--- src/rtl/mem_arb_pkg.sv ---
// mem_arb_pkg: shared state encoding and owner codes for the memory port arbiter
package mem_arb_pkg;
    typedef enum logic [1:0] {IDLE, GRANT_IF, GRANT_DM, DONE} arbState_t;
    localparam logic OWNER_IF = 1'b0;
    localparam logic OWNER_DM = 1'b1;
endpackage

--- src/rtl/arb_streak_counter.sv ---
// arb_streak_counter: saturating count of back-to-back data grants, flags when fetch must win
module arb_streak_counter #(
    parameter int MAX = 4
) (
    input  logic clk,
    input  logic reset,
    input  logic inc,
    input  logic clr,
    output logic sat
);
    localparam int W = $clog2(MAX + 1);
    logic [W-1:0] count;
    // clear wins over increment; the count stops at MAX
    always_ff @(posedge clk or negedge reset)
        if (!reset) count <= '0;
        else if (clr) count <= '0;
        else if (inc && !sat) count <= count + 1'b1;
    assign sat = (count == W'(MAX));
endmodule

--- src/rtl/mem_port_arbiter.sv ---
// mem_port_arbiter: shares one single-port memory between IF fetches and MEM-stage data accesses
module mem_port_arbiter
    import mem_arb_pkg::*;
#(
    parameter int ADDR_WIDTH      = 32,
    parameter int DATA_WIDTH      = 32,
    parameter int MAX_DATA_STREAK = 4
) (
    input  logic                  clk,
    input  logic                  reset,
    input  logic                  if_req,
    input  logic [ADDR_WIDTH-1:0] if_addr,
    output logic [DATA_WIDTH-1:0] if_rdata,
    output logic                  if_done,
    input  logic                  dm_req,
    input  logic                  dm_we,
    input  logic [ADDR_WIDTH-1:0] dm_addr,
    input  logic [DATA_WIDTH-1:0] dm_wdata,
    output logic [DATA_WIDTH-1:0] dm_rdata,
    output logic                  dm_done,
    output logic                  mem_req,
    output logic                  mem_we,
    output logic [ADDR_WIDTH-1:0] mem_addr,
    output logic [DATA_WIDTH-1:0] mem_wdata,
    input  logic [DATA_WIDTH-1:0] mem_rdata,
    input  logic                  mem_ack,
    output logic                  owner
);
    arbState_t state, nextState;
    logic grantIf, grantDm, streakSat, latchedWe;

    // arbitration happens only in IDLE; data wins unless fetch has been starved too long
    always_comb begin
        nextState = state;
        grantDm   = 1'b0;
        grantIf   = 1'b0;
        case (state)
            IDLE: begin
                grantDm   = dm_req && !(if_req && streakSat);
                grantIf   = if_req && !grantDm;
                nextState = grantDm ? GRANT_DM : grantIf ? GRANT_IF : IDLE;
            end
            GRANT_IF, GRANT_DM: nextState = mem_ack ? DONE : state;
            default: nextState = IDLE;
        endcase
    end

    // state register
    always_ff @(posedge clk or negedge reset)
        if (!reset) state <= IDLE;
        else state <= nextState;

    arb_streak_counter #(.MAX(MAX_DATA_STREAK)) streakCounter (
        .clk  (clk),
        .reset(reset),
        .inc  (grantDm && if_req),
        .clr  (grantIf || (grantDm && !if_req)),
        .sat  (streakSat)
    );

    // latch the winning request so mem_* stay stable for the whole access
    always_ff @(posedge clk or negedge reset)
        if (!reset) begin
            mem_addr  <= '0;
            mem_wdata <= '0;
            latchedWe <= 1'b0;
            owner     <= OWNER_IF;
        end else if (grantDm) begin
            mem_addr  <= dm_addr;
            mem_wdata <= dm_wdata;
            latchedWe <= dm_we;
            owner     <= OWNER_DM;
        end else if (grantIf) begin
            mem_addr  <= if_addr;
            latchedWe <= 1'b0;
            owner     <= OWNER_IF;
        end

    // capture read data for the winner; writes and acks outside a grant leave it untouched
    always_ff @(posedge clk or negedge reset)
        if (!reset) begin
            if_rdata <= '0;
            dm_rdata <= '0;
        end else if (mem_ack && state == GRANT_IF) begin
            if_rdata <= mem_rdata;
        end else if (mem_ack && state == GRANT_DM && !latchedWe) begin
            dm_rdata <= mem_rdata;
        end

    assign mem_req = (state == GRANT_IF) || (state == GRANT_DM);
    assign mem_we  = (state == GRANT_DM) && latchedWe;
    assign if_done = (state == DONE) && (owner == OWNER_IF);
    assign dm_done = (state == DONE) && (owner == OWNER_DM);
endmodule

--- config.mk ---
export PLATFORM = sky130hd
export DESIGN_NAME = mem_port_arbiter
export DESIGN_NICKNAME = d
export VERILOG_FILES = /design/src/rtl/mem_arb_pkg.sv /design/src/rtl/arb_streak_counter.sv /design/src/rtl/mem_port_arbiter.sv
export SDC_FILE = /design/constraint.sdc
export NUM_CORES = 1
export LEC_CHECK = 0
export CAP_MARGIN = 20
export CORE_ASPECT_RATIO = 0.9
export CORE_MARGIN = 2
export CORE_UTILIZATION = 46
export CTS_BUF_LIST = sky130_fd_sc_hd__clkbuf_8
export DETAILED_ROUTE_END_ITERATION = 7
export HOLD_SLACK_MARGIN = 0.1
export PLACE_DENSITY = 0.92
export SKIP_LAST_GASP = 1
export SLEW_MARGIN = 25
export SYNTH_ARGS = -nofsm -noshare
export SYNTH_HDL_FRONTEND = slang
export SYNTH_SLANG_ARGS = --single-unit
--- constraint.sdc ---
create_clock -name clk -period 3.29 [get_ports clk]
set_input_delay 0.329 -clock clk [delete_from_list [all_inputs] [get_ports clk]]
set_output_delay 0.329 -clock clk [all_outputs]
set_load 0.02 [all_outputs]
==> metrics.md <==
| Metric | Value |
|---|---|
| Top Ports | `267` |
| Worst Tran Pin Value | `944 ps` |
| Gr busiest metal | `met2` |
| Post-synth EDFFs | `0` |
| Post-Syn Area | `5830 µm²` |
| Vias in the first global route | `4,919` |
| Crit end category | `flop` |
| Post-route clock period utilization | `0.723` |
| Initial antenna violation count | `0` |
| CP max FO | `35` |
| RSZ-0062 raised after global routing | `false` |
| Data arrival, critical path | `2700 ps` |
| Vias per cell | `5.38` |
| CP Buf/Inv Count | `1` |
| Clock buffer count from CTS | `17` |
| Share of layout cells above drive strength 1 | `0.167` |
| Gr ovfl total | `0` |
| Clk_skew | `14.6 ps` |
| Worst relative slew slack | `0.368` |
| Count leader, synth | `dfrtp_1` |
| Area fraction of the dominant cell type after synthesis | `0.579` |
| H-Tree Depth | `4` |
| Row Count | `39` |
| Power per cell area | `1040 nW/µm²` |
| Total GRT Usage | `0.239` |
| Slowest cell on the critical path | `nor2_8` |
| Synth cell count leaders | `135 x dfrtp_1, 49 x mux2_2, 34 x nor2_1, 33 x a21oi_1` |
| Layout area overhead | `53.8%` |
| Via Count | `4,678` |
| Die W | `123 µm` |
| GR Layer Usage met2 | `0.407` |
| Initial drt markers | `376` |
| Total of max-cap violations | `0` |
| Required time of the critical path | `3610 ps` |
| Crit path largest cell delay | `720 ps` |
| DP HPWL | `11.5 mm` |
| DRC viols | `0` |
| DR pass1 iterations | `5` |
| CP startpoint kind | `flop` |
| Final worst slack | `911 ps` |
| Port bufs | `266` |
| Largest net degree at the start of global routing | `74` |
| Cell accounting for the most synthesized area | `dfrtp_1` |
| Post-cts sizing count | `0` |
| Hold-fix buffers, CTS | `1` |
| Yosys warns | `0` |
| Post-CTS Setup Bufs | `0` |
| Total negative slack | `0 ps` |
| Wire length per cell | `18.6 µm` |
| Antenna violation net count after detailed routing | `0` |
| Final setup violation count | `0` |
| Net Count, Synth | `576` |
| Top cells by area, synth | `dfrtp_1 58%, mux2_2 9.5%, mux2_4 7.0%, a41oi_1 4.8%, mux2_1 3.9%` |
| Worst Setup Path Type | `reg2reg` |
| Global routing usage on met3 | `0.0736` |
| Synth Flop Type | `dfrtp_1` |
| Initial Utilization | `0.465` |
| CTS root buffer | `clkbuf_8` |
| Clock latency at the later pin of the worst-skew pair | `440 ps` |
| Reg2reg setup slack | `910 ps` |
| Pre-CTS setup slack | `788 ps` |
| Synth cell types | `33` |
| Register area share after synthesis | `0.579` |
| Core box area | `12,500 µm²` |
| Met1 Resource Use GR | `0.272` |
| Minimum clock period | `2380 ps` |
| Synthesized flop and latch total | `135` |
| Max Root-Sink Buffers | `2` |
| Die area | `13,600 µm²` |
| Nets | `833` |
| Detailed Route WL | `16.1 mm` |
| Final Wtd Congestion | `0.796` |
| Status | `finished, final reports clean` |
| Worst Setup SP | `state[0]` |
| Lkg Pwr | `3.71 nW` |
| First-pass GRT wire length | `25.2 mm` |
| Die Y | `111 µm` |
| RR Startpoint | `state[0]` |
| ANT cells | `0` |
| Maximum VDD drop | `0.473 mV` |
| Final hold violations | `0` |
| Max-slew violation count | `0` |
| Post-Syn Area per Cell | `13.4 µm²` |
| CP Cell Sequence | `inv_1 > ha_1 > nand2_2 > nor2_8 > mux2_2` |
| CTS tree | `built` |
| Synth Instances | `435` |
| CP top delay family | `simple AND/OR/NAND/NOR gates` |
| Max frequency | `0.420 GHz` |
| HP Class | `in2async` |
| Async set-reset flop share out of synthesis | `1.00` |
| TritonCTS Sinks | `135` |
| Clock transition at path regs | `80 ps` |
cells in the final DEF (no fill, tap or decap), types with 3 or more instances in the layout:
| cell | n |
|---|---|
| dfrtp_1 | 135 |
| o21ai_0 | 32 |
| mux2_1 | 20 |
| nor2_1 | 34 |
| inv_1 | 7 |
| a22o_1 | 3 |
| a21oi_1 | 33 |
| buf_4 | 5 |
| a41oi_1 | 32 |
| mux2_4 | 27 |
| ha_1 | 7 |
| clkbuf_8 | 20 |
| bufinv_16 | 3 |
| clkdlybuf4s50_1 | 265 |
| nand2_1 | 5 |
| mux2_2 | 49 |
worst register-to-register path, cell delays in order, from the launching register on:
cell     delay, ps
dfrtp_1        420
inv_1          130
ha_1           210
nand2_2        340
nor2_8         730
mux2_2         450
per-layer routing:
| layer | wire (µm) | up-vias |
|---|---|---|
| li1 | - | 2094 |
| met1 | 6110 | 2283 |
| met2 | 8170 | 262 |
| met3 | 1350 | 39 |
| met4 | 500 | 0 |
| met5 | 0 | - |
registers in the layout, indices dropped and copies added (netlist names):
name,count
dm_rdata,32
if_rdata,32
mem_addr,32
mem_wdata,32
streakCounter.count,3
state,2
latchedWe,1
owner,1
through the flow:
step	utilization	hold slack, ps	instance area (µm²)	instances	power (W)
final	0.715	447	8970	869	0.00933
after global routing	0.715	422	8970	869	0.00982
after CTS	0.715	415	8970	869	0.00939
after detailed placement	0.680	352	8530	836	0.00791
after global placement	0.680	341	8530	836	0.00770
after floorplan	-	33.4	5830	435	0.00565
path summary, 6_finish.rpt:
path | end | cells past startpoint
min in group clk | mem_addr[16] | 3
worst min register to register | dm_rdata[25] | 1
worst max-delay path | mem_wdata[19] | 5
max in group asynchronous | if_rdata[23] | 3
worst max register to register | mem_wdata[19] | 5
worst min-delay path | if_rdata[11] | 2
report_power, final:
part | internal, W | switching, W | total, W
Combinational | 0.00249 | 0.00237 | 0.00486
Clock | 0.000810 | 0.000649 | 0.00146
Sequential | 0.00251 | 0.000506 | 0.00301
cells by family (layout without fill, tap and decap cells):
| kind of cell | Yosys count | after routing | synth area share |
|---|---|---|---|
| simple gates | 48 | 48 | 0.0391 |
| flops | 135 | 135 | 0.579 |
| mux | 98 | 98 | 0.206 |
| fa+ha+maj | 7 | 7 | 0.0150 |
| buf+inv | 40 | 310 | 0.0416 |
| compound gates | 107 | 107 | 0.119 |
layout make-up:
cell class	instances	area (µm²)
clock buffer	20	275
sequential	135	3380
tap	164	205
inverter	5	18.8
timing repair buffer	273	2730
multi-input combinational	260	2210
fill	824	3570
clock inverter	12	150
(Power assumes the default switching activity.)
